File: src/rtl/keypad_defs.sv
// Shared definitions for the keypad scanner: FSM state encoding, idle row/column
// patterns, the one-cold row drive table and the column-to-index encoder.
package keypad_defs;

    typedef enum logic [1:0] {
        SCAN     = 2'd0,
        DEBOUNCE = 2'd1,
        HOLD     = 2'd2
    } state_e;

    localparam logic [3:0] ROW_IDLE = 4'b1111;
    localparam logic [3:0] COL_NONE = 4'b1111;

    // Entry r pulls exactly row r low; entry 0 is the rightmost element.
    localparam logic [3:0][3:0] ROW_TABLE = {
        ROW_IDLE ^ 4'b1000,
        ROW_IDLE ^ 4'b0100,
        ROW_IDLE ^ 4'b0010,
        ROW_IDLE ^ 4'b0001
    };

    // Several columns low at once resolve to the lowest-numbered one.
    function automatic logic [1:0] lowestLowCol(input logic [3:0] cols);
        logic [1:0] idx;
        idx = 2'd0;
        for (int i = 3; i >= 0; i--) begin
            if (!cols[i]) idx = 2'(i);
        end
        return idx;
    endfunction

endpackage

File: src/rtl/scan_tick.sv
// Free-running pulse generator: one-cycle Tick every SCAN_DIV clocks (SCAN_DIV >= 2).
module scan_tick #(
    parameter int SCAN_DIV = 5000
) (
    input  logic CLK,
    input  logic RST,
    output logic Tick
);

    localparam int CW = $clog2(SCAN_DIV);

    logic [CW-1:0] cnt_q;
    logic          wrap;

    assign wrap = (cnt_q == CW'(SCAN_DIV - 1));
    assign Tick = wrap;

    always_ff @(posedge CLK) begin
        if (RST)       cnt_q <= '0;
        else if (wrap) cnt_q <= '0;
        else           cnt_q <= cnt_q + CW'(1);
    end

endmodule

File: src/rtl/keypad_scanner.sv
// 4x4 matrix keypad scanner with debounce, hex key history and valid/ack handshake.
// Define KEYPAD_OVERRUN_EN to add the sticky Overrun output.
module keypad_scanner
    import keypad_defs::*;
#(
    parameter int SCAN_DIV       = 5000,
    parameter int DEBOUNCE_SCANS = 4
) (
    input  logic        CLK,
    input  logic        RST,
    output logic [3:0]  ROW,
    input  logic [3:0]  COL,
    output logic [31:0] KeyData,
    output logic [3:0]  KeyCode,
    output logic        KeyValid,
    input  logic        KeyAck
`ifdef KEYPAD_OVERRUN_EN
    ,
    output logic        Overrun
`endif
);

    localparam int CNT_W = $clog2(DEBOUNCE_SCANS + 1);

    logic             tick;
    logic [3:0]       colMeta_q, colSync_q, colLatch_q;
    state_e           state_q;
    logic [1:0]       rowIdx_q, rowIdx_d;
    logic [3:0]       row_q;
    logic [CNT_W-1:0] debCnt_q, debCnt_d;
    logic [3:0]       keyCode_q, keyCode_d;
    logic [31:0]      keyData_q;
    logic             keyValid_q;
    logic             colMatch_d;
    logic             accept_d;

    scan_tick #(
        .SCAN_DIV(SCAN_DIV)
    ) u_scan_tick (
        .CLK  (CLK),
        .RST  (RST),
        .Tick (tick)
    );

    always_ff @(posedge CLK) begin
        if (RST) begin
            colMeta_q <= COL_NONE;
            colSync_q <= COL_NONE;
        end else begin
            colMeta_q <= COL;
            colSync_q <= colMeta_q;
        end
    end

    always_comb begin
        colMatch_d = (colSync_q == colLatch_q);
        debCnt_d   = debCnt_q + CNT_W'(1);
        rowIdx_d   = rowIdx_q + 2'd1;
        accept_d   = tick && (state_q == DEBOUNCE) && colMatch_d
                     && (debCnt_d == CNT_W'(DEBOUNCE_SCANS));
        keyCode_d  = {rowIdx_q, lowestLowCol(colLatch_q)};
    end

    // Scan/debounce/hold sequencing; only tick cycles move state or the row drive.
    always_ff @(posedge CLK) begin
        if (RST) begin
            state_q    <= SCAN;
            rowIdx_q   <= 2'd0;
            row_q      <= ROW_TABLE[0];
            colLatch_q <= COL_NONE;
            debCnt_q   <= '0;
            keyCode_q  <= 4'd0;
            keyData_q  <= 32'd0;
        end else if (tick) begin
            case (state_q)
                SCAN: begin
                    if (colSync_q == COL_NONE) begin
                        rowIdx_q <= rowIdx_d;
                        row_q    <= ROW_TABLE[rowIdx_d];
                    end else begin
                        colLatch_q <= colSync_q;
                        debCnt_q   <= '0;
                        state_q    <= DEBOUNCE;
                    end
                end
                DEBOUNCE: begin
                    if (!colMatch_d) begin
                        state_q  <= SCAN;
                        rowIdx_q <= rowIdx_d;
                        row_q    <= ROW_TABLE[rowIdx_d];
                    end else if (accept_d) begin
                        state_q   <= HOLD;
                        debCnt_q  <= '0;
                        keyCode_q <= keyCode_d;
                        keyData_q <= {keyData_q[27:0], keyCode_d};
                    end else begin
                        debCnt_q <= debCnt_d;
                    end
                end
                HOLD: begin
                    // Any low column, including a second key, restarts the release count.
                    if (colSync_q != COL_NONE) begin
                        debCnt_q <= '0;
                    end else if (debCnt_d == CNT_W'(DEBOUNCE_SCANS)) begin
                        state_q  <= SCAN;
                        debCnt_q <= '0;
                        rowIdx_q <= rowIdx_d;
                        row_q    <= ROW_TABLE[rowIdx_d];
                    end else begin
                        debCnt_q <= debCnt_d;
                    end
                end
                default: state_q <= SCAN;
            endcase
        end
    end

    // A fresh accept always wins over an acknowledge landing in the same cycle.
    always_ff @(posedge CLK) begin
        if (RST)                        keyValid_q <= 1'b0;
        else if (accept_d)              keyValid_q <= 1'b1;
        else if (KeyAck && keyValid_q)  keyValid_q <= 1'b0;
    end

`ifdef KEYPAD_OVERRUN_EN
    logic overrun_q;

    always_ff @(posedge CLK) begin
        if (RST)                                       overrun_q <= 1'b0;
        else if (accept_d && keyValid_q && !KeyAck)    overrun_q <= 1'b1;
        else if (!accept_d && KeyAck && keyValid_q)    overrun_q <= 1'b0;
    end

    assign Overrun = overrun_q;
`endif

    assign ROW      = row_q;
    assign KeyCode  = keyCode_q;
    assign KeyData  = keyData_q;
    assign KeyValid = keyValid_q;

endmodule

File: config.mk
export PLATFORM = sky130hd
export DESIGN_NAME = keypad_scanner
export DESIGN_NICKNAME = d
export VERILOG_FILES = /design/src/rtl/keypad_defs.sv /design/src/rtl/scan_tick.sv /design/src/rtl/keypad_scanner.sv
export SDC_FILE = /design/constraint.sdc
export NUM_CORES = 1
export LEC_CHECK = 0
export CAP_MARGIN = 0
export CORE_UTILIZATION = 40
export CTS_BUF_LIST = sky130_fd_sc_hd__clkbuf_4 sky130_fd_sc_hd__clkbuf_8 sky130_fd_sc_hd__clkbuf_16
export DETAILED_ROUTE_END_ITERATION = 7
export HOLD_SLACK_MARGIN = 0.03
export REMOVE_ABC_BUFFERS = 1
export SLEW_MARGIN = 40
export SYNTH_ARGS = -nofsm -noshare
export SYNTH_HDL_FRONTEND = slang
export SYNTH_HIERARCHICAL = 1
export SYNTH_SLANG_ARGS = --single-unit
File: constraint.sdc
create_clock -name CLK -period 4.58 [get_ports CLK]
set_clock_uncertainty 0.15 [all_clocks]
set_input_delay 1.145 -clock CLK [delete_from_list [all_inputs] [get_ports CLK]]
set_output_delay 1.145 -clock CLK [all_outputs]
set_load 0.1 [all_outputs]
Yosys cells after proc, flatten, opt, wreduce, memory -nomap -nowiden --
Cells that the tools add are included.
Word-level totals: output and inout bits 41, flip-flop bits (word level) 73, word-level logic and storage cells 73, bits of input ports 7
Cells by class: reduce and logical (&&, ||, !) cells 13, bitwise logic cells 1, multiplexer cells 30, magnitude comparators 1, equality and inequality tests 14, add/subtract/negate cells 3
Operators by type and width (number):
- $mux W2 | 13
- $mux W4 | 5
- $mux W3 | 5
- $add A13 B1 Y13 const B | 1
- $eq A13 B13 Y1 const B | 1
- $ne A2 B2 Y1 const B | 6
- $pmux W2 S3 | 2
- $pmux W4 S3 | 1
- $pmux W3 S3 | 1
- $bmux W4 S2 | 1
- $reduce_and A4 Y1 | 2
- $reduce_and A6 Y1 | 1
- $reduce_and A5 Y1 | 1
- $eq A4 B4 Y1 | 1
- $eq A4 B4 Y1 const B | 1
- $logic_and A1 B1 Y1 | 4
- $ne A4 B4 Y1 const B | 1
- $add A3 B1 Y3 const B | 1
- $eq A3 B3 Y1 const B | 1
- $lt A2 B3 Y1 const B | 1
- $ne A3 B3 Y1 const B | 1
- $reduce_and A3 Y1 | 1
- $reduce_bool A3 Y1 | 1
- $add A2 B1 Y2 const B | 1
- other kinds (7) | 8

Logic depth before layout (Yosys ltp) --
Gate-level depths: netlist of run 1.
depth in word-level cells 7, mapped depth 8, mapped depth without buffers 7

By module --
Netlist of run 1, hierarchy kept.
By module, submodules not included:
- keypad_scanner | sequential area each 1121.1 um2, cells each 282, instances 1, area an instance 2456.1 um2
- scan_tick | sequential area each 260.2 um2, cells each 64, instances 1, area an instance 560.5 um2

Worst setup path after synthesis of run 1 --
No wires, ideal clock.
kind register -> output, from reg, netlist name KeyCode[0], to out KeyData[0], slack 1.900 ns, data required time 3.285 ns, arrival 1.385 ns, path buffers 1, stages on the path, launching flop included 2, path through dfxtp_1 -> buf_4
RTL lines:
- end, declared | RTL line keypad_scanner.sv:13 | output logic [31:0] KeyData,

Worst setup path in the final report of run 1 --
from reg u_scan_tick.cnt_q[6], to reg keyData_q[15], in the netlist KeyData[15]
Between the ends: word-level cells in the longest chain between the ends 5
RTL lines:
- start, declared | RTL line scan_tick.sv:12 | logic [CW-1:0] cnt_q;
- start signal, assigned | RTL line scan_tick.sv:21 | else cnt_q <= cnt_q + CW'(1);
- $eq A13 B13 Y1 (*) | RTL line scan_tick.sv:15 | assign wrap = (cnt_q == CW'(SCAN_DIV - 1));
- net tick | RTL line keypad_scanner.sv:25 | logic tick;
- $logic_and A1 B1 Y1 (2 in series) | RTL line keypad_scanner.sv:59 | accept_d = tick && (state_q == DEBOUNCE) && colMatch_d
- $logic_and A1 B1 Y1 | RTL line keypad_scanner.sv:60 | && (debCnt_d == CNT_W'(DEBOUNCE_SCANS));
- $reduce_and A4 Y1 (no source line) (*)
- end signal, assigned | RTL line keypad_scanner.sv:95 | keyData_q <= {keyData_q[27:0], keyCode_d};
- end, declared | RTL line keypad_scanner.sv:32 | logic [31:0] keyData_q;
Mark *: on every way through the listed nets, which the timed path passes. The rest lies on a longest branch. A chain may end at the register's enable or synchronous reset.

==> metrics.txt, run 1 <==
slew at the pin closest to its max-slew limit 0.6938 ns; core footprint around 7300 um2; CTS tree yes; Worst-Skew Late Latency 0.34 ns; most frequent cells in the layout dfxtp_1 (69), buf_2 (42), nand3_1 (36); Port Buffer Count 47; crit path max fanout 19; grt ovf 0; I/O Pins 48; Post-DRT Antenna Nets 0; root buffer cell clkbuf_8; Die Y 88.84 um; Via-to-Cell Ratio 5.149; H-Tree Depth 3; most common cell after layout, fill and taps aside dfxtp_1; Layout Utilization between 40% and 50%; Netlist cell types 41; area grow syn2layout 16.63%; Crit. End Element flop; sequential share of power 50.9%; Buffers & Inverters on Critical Path 1; Yosys top cell area share 45.79%; Gate power share 4.4%; Worst Setup Path Type reg -> reg; Worst path max stage delay 0.59 ns; RR Startpoint u_scan_tick/cnt_q[6]$_SDFF_PP0_; Vias 2492; Pwr Total 1195 uW; Sw Ratio a little under a quarter; Seq/Total Area, Yosys 45.79%; VDD IR max 0.0001785 V; cell area after synthesis 3017 um2; Final min period 3.116 ns; hold_ws approximately 0.26 ns; clock buffer count from CTS 9; Final #Nets 400; Period Utilization, post-route 68.04%; Worst Setup SP u_scan_tick/cnt_q[6]$_SDFF_PP0_; site row count 31; DR WL/cell 12.91 um; pin count of the biggest net entering global routing 44; pwr/cell area about 340 nW/um2; DP Wirelength 4075 um; via count of the first global-routing pass roughly 2200; hold_buf cts 0; initial cell density of the core 41.59%; post-synth top area cell dfxtp_1; status complete, no violations; DRT Pass-1 Iters 4; RSZ-0062 raised after global routing no; Syn Area/Cell 8.719 um2; Pint 923.3 uW; Post-synth EDFFs 0; GRT Total Usage 16.85%; die area between 7000 and 8000 um2; Total Wirelength 6249 um; dpl cells roughly 470; multi-input logic area 1450 um2; synth warn 6; Ant. Diodes 0; Worst Path Required ~4.7 ns; Syn Inst Count 346; Async SR Flop Fraction 0%; PostCTS Resize Cnt 0; Setup violations, final 0; leakage power total 0.001312 uW; Hold Crit Start colMeta_q[1]$_SDFF_PP1_; Crit path max-delay family simple AND/OR/NAND/NOR gates; fmax about 320 MHz; # DRC 0; slowest CP cell nor2_2; CTS clk-pin slew, worst paths 0.07 ns; final slew viol count 0; Fin. Hold Viols 0; R2R setup slack 1.46 ns; Top FF cell, synth dfxtp_1; Iter 0 DRT Violations 179; crit-path cells or4_1 -> nor4_2 -> nand2_1 -> nor2_2 -> buf_4 -> nand3_1 -> a21oi_1; routability congestion estimate 0.7910; clk buf depth 2; top post-synthesis cells by area dfxtp_1 (46%), nand3_1 (6.1%), a21oi_1 (5.8%), o21ai_0 (5.8%), ha_1 (5.0%); layout cell share with drive strength beyond 1 ~20%; Max Cap Violations 0; initial antenna violation count 0; register bit total from synthesis 69; worst path arrival time around 3.2 ns; hold crit path type reg -> reg; fill count between 700 and 800; sw power 271.7 uW; Clock power frac 44.7%; crit start category flop; DIE WIDTH 88.84 um; final std cells w/o fill 484; register area 1381 um2; CTS Sinks between 60 and 70; Slew headroom 53.70%; post-CTS setup buffer count 0; first-pass GRT wire length a little over 10000 um; sum of negative setup slack 0 ns
-- power groups by stage --
stage	registers (uW)	clock network [uW]	logic, uW
floorplan	622	0	27.3
global placement	622	0	52.2
detailed placement	623	0	52.7
CTS	608	550	52.7
global route	609	577	58.8
finish	609	534	52.5
-- final timing paths --
path,end,depth (start not counted)
worst min register to register,colSync_q[1]$_SDFF_PP1_,1
worst min-delay path,colSync_q[1]$_SDFF_PP1_,1
worst max register to register,KeyData[15]$_SDFFE_PP0P_,7
worst max-delay path,KeyData[15]$_SDFFE_PP0P_,7
-- cells in the mapped netlist (all sizes together), types with 3 or more instances --
library cell / instances
nor2b: 8
nand3: 37
ha: 12
nor4: 3
nand2: 15
or2: 9
buf: 7
mux2: 3
nor3: 4
xnor2: 14
nand4: 4
inv: 16
o21ai: 35
nor2: 27
a21oi: 35
dfxtp: 69
mux2i: 6
clkbuf: 20
-- registers in the layout, summed over array words and instances (netlist names) --
name	flops
colSync_q	4
u_scan_tick/cnt_q	13
KeyCode	3
colLatch_q	4
state_q	2
KeyData	29
colMeta_q	4
KeyValid	1
ROW	4
debCnt_q	3
rowIdx_q	2
-- cells by family after synthesis --
family	share of synthesized area, %
buf+inv	6.387
xor+xnor	4.355
mux	3.360
simple gates	18.87
fa+ha+maj	4.977
compound gates	16.26
flops	45.79
-- per-layer routing --
metal | track usage [%] | share of wire [%] | vias up
met2 | 26.22 | 44 | 67
met5 | 0 | 0 | -
met3 | 3.545 | 4.8 | 12
met4 | 9.384 | 2.0 | 0
li1 | - | - | 1257
met1 | 21.79 | 49 | 1156
-- layout make-up --
cell class	count	share of cell area, %
clock inverters	6	2.525
clock buffers	9	3.521
inverters	16	1.707
well taps	99	3.521
flip-flops and latches	69	39.26
multi-input cells	234	41.22
repair buffers	51	8.250
-- metrics by stage --
stage	instance area, um2	setup WS (ns)
floorplan	2884	1.268
global placement	3506	1.574
detailed placement	3306	1.499
CTS	3518	1.471
global route	3518	1.247
finish	3518	1.464
(Power assumes the default switching activity.)
==> run 2, diff against run 1 <==
==> constraint.sdc (replaced) <==
create_clock -name CLK -period 2.8 [get_ports CLK]
set_clock_uncertainty 0.15 [all_clocks]
set_input_delay 0.7 -clock CLK [delete_from_list [all_inputs] [get_ports CLK]]
set_output_delay 0.7 -clock CLK [all_outputs]
set_load 0.1 [all_outputs]
==> run 2 against run 1 <==
Count of clock-buffer cells in the layout unchanged. Register-to-register slack worse by 1.1 ns. Clock power rose by 51%. Sequential power grew 63%. Total power increased by 58%. Hold slack is essentially flat. First-iteration DRC count fell by 22%. Global-route usage is 0.38 points lower. Sequential cell count unchanged. Critical path type unchanged. Largest power group unchanged. Highest routed layer unchanged.
==> metrics.txt, run 2 (synthesized netlist as in run 1, its figures left out) <==
Die Y 88.84 um (unchanged); CTS clk-pin slew, worst paths 0.07 ns (about the same); CTS Sinks 69 (unchanged); PostCTS Resize Cnt 0 (unchanged); Final #Nets 406 (was 400); hold_buf cts 0 (unchanged); Max Cap Violations 0 (unchanged); grt ovf 0 (unchanged); leakage power total 0.001336 uW (was 0.001312 uW); # DRC 0 (unchanged); layout cell share with drive strength beyond 1 21.68% (was 20.52%); max reg flops 29 (unchanged); Worst Setup Path Type reg -> reg (unchanged); Total Wirelength 6125 um (was 6249 um); Slew headroom 70.66% (was 53.70%); Final min period 2.433 ns (was 3.116 ns); clk buf depth 2 (unchanged); DRT Pass-1 Iters 4 (unchanged); clock buffer count from CTS 9 (unchanged); Crit. End Element flop (unchanged); post-CTS setup buffer count 0 (unchanged); Fin. Hold Viols 0 (unchanged); Iter 0 DRT Violations 139 (was 179); core footprint 7253 um2 (unchanged); slew at the pin closest to its max-slew limit 0.4389 ns (was 0.6938 ns); first-pass GRT wire length 9963 um (was 10200 um); Period Utilization, post-route 86.90% (was 68.04%); Worst path max stage delay 0.53 ns (was 0.59 ns); Via-to-Cell Ratio 5.041 (was 5.149); crit start category flop (unchanged); DR WL/cell 12.47 um (was 12.91 um); CP most frequent cell buf_4; root buffer cell clkbuf_8 (unchanged); sum of negative setup slack 0 ns (unchanged); CTS tree yes (unchanged); Vias 2475 (was 2492); routability congestion estimate 0.7375 (was 0.7910); crit-path cells or4_1 -> nor4_2 -> buf_4 -> a31oi_2 -> a211oi_4 -> buf_4 -> mux2i_1 (was or4_1 -> nor4_2 -> nand2_1 -> nor2_2 -> buf_4 -> nand3_1 -> a21oi_1); pwr/cell area 517.8 nW/um2 (was 339.6 nW/um2); most frequent cells in the layout dfxtp_1 (69), buf_4 (51), nand3_1 (37) (was dfxtp_1 (69), buf_2 (42), nand3_1 (36)); crit path max fanout 6 (was 19); worst slack, placed 0.3501 ns (was 1.499 ns); hold crit path type reg -> reg (unchanged); setup ws final 0.3669 ns (was 1.464 ns); die area 7893 um2 (unchanged); H-Tree Depth 3 (unchanged); final slew viol count 0 (unchanged); slowest CP cell or4_1 (was nor2_2); Ant. Diodes 0 (unchanged); Setup violations, final 0 (unchanged); Port Buffer Count 47 (unchanged); most common cell after layout, fill and taps aside dfxtp_1 (unchanged); via count of the first global-routing pass 2188 (was 2236); initial cell density of the core 41.59% (unchanged); I/O Pins 48 (unchanged); Post-DRT Antenna Nets 0 (unchanged); initial antenna violation count 0 (unchanged); worst path arrival time 2.55 ns (was 3.24 ns); fmax 411.0 MHz (was 320.9 MHz); Worst-Skew Late Latency 0.34 ns (about the same); GRT Total Usage 16.48% (was 16.85%); DP Wirelength 4185 um (was 4075 um); site row count 31 (unchanged); pin count of the biggest net entering global routing 33 (was 44); Worst Path Required 2.92 ns (was 4.70 ns); VDD IR max 0.0002739 V (was 0.0001785 V); RSZ-0062 raised after global routing no (unchanged); DIE WIDTH 88.84 um (unchanged); area grow syn2layout 20.95% (was 16.63%); status complete, no violations (unchanged)
==> run 2: layout make-up <==
| type | instances | area, um2 |
|---|---|---|
| Multi-Input combinational cell | 234 | 1445 |
| Clock buffer | 9 | 123.9 |
| Inverter | 16 | 60.06 |
| Timing Repair Buffer | 57 | 437.9 |
| Fill cell | 715 | 3605 |
| Tap cell | 99 | 123.9 |
| Clock inverter | 7 | 76.32 |
| Sequential cell | 69 | 1381 |
==> run 2: worst max-delay path, delay by kind of cell, from the launching register on <==
family                 cells  cell delay [ns]
AND/OR/NAND/NOR            2             0.81
AO/OA/AOI/OAI              2             0.50
buffers and inverters      2             0.38
flip-flops                 1             0.33
multiplexers               1             0.18
==> run 2: final timing paths <==
kind / startpoint / end / slack [ns] / depth (start not counted)
worst min-delay path: colMeta_q[0]$_SDFF_PP1_ / colSync_q[0]$_SDFF_PP1_ / 0.26 / 1
worst max register to register: u_scan_tick/cnt_q[6]$_SDFF_PP0_ / ROW[1]$_SDFFE_PP1P_ / 0.37 / 7
worst min register to register: colMeta_q[0]$_SDFF_PP1_ / colSync_q[0]$_SDFF_PP1_ / 0.26 / 1
worst max-delay path: u_scan_tick/cnt_q[6]$_SDFF_PP0_ / ROW[1]$_SDFFE_PP1P_ / 0.37 / 7
==> run 2: report_power, final <==
part	internal (uW)	leakage (uW)	switching (uW)
Combinational	27.4	0.000683	61.4
Sequential	989	0.000558	5.83
Clock	414	0.0000954	392
==> run 2: layer usage <==
layer	vias to the layer above	wire [um]	share of wire (%)	track usage, %
met2	61	2694	44	24.34
met3	13	276	4.5	3.638
met4	0	136	2.2	9.091
met1	1132	3018	49	22.27
li1	1269	-	-	-
met5	-	0	0	0
==> run 2: per-stage QoR <==
stage	power, uW	std cells	hold WS, ns	utilization (%)	cell area [um2]
after CTS	1918	491	0.2609	50.30	3649
after global placement	1108	475	0.2413	47.54	3448
after floorplan	1062	319	0.2395	-	2884
final	1889	491	0.2591	50.30	3649
after detailed placement	1108	475	0.2428	47.54	3448
after global routing	1972	491	0.2712	50.30	3649
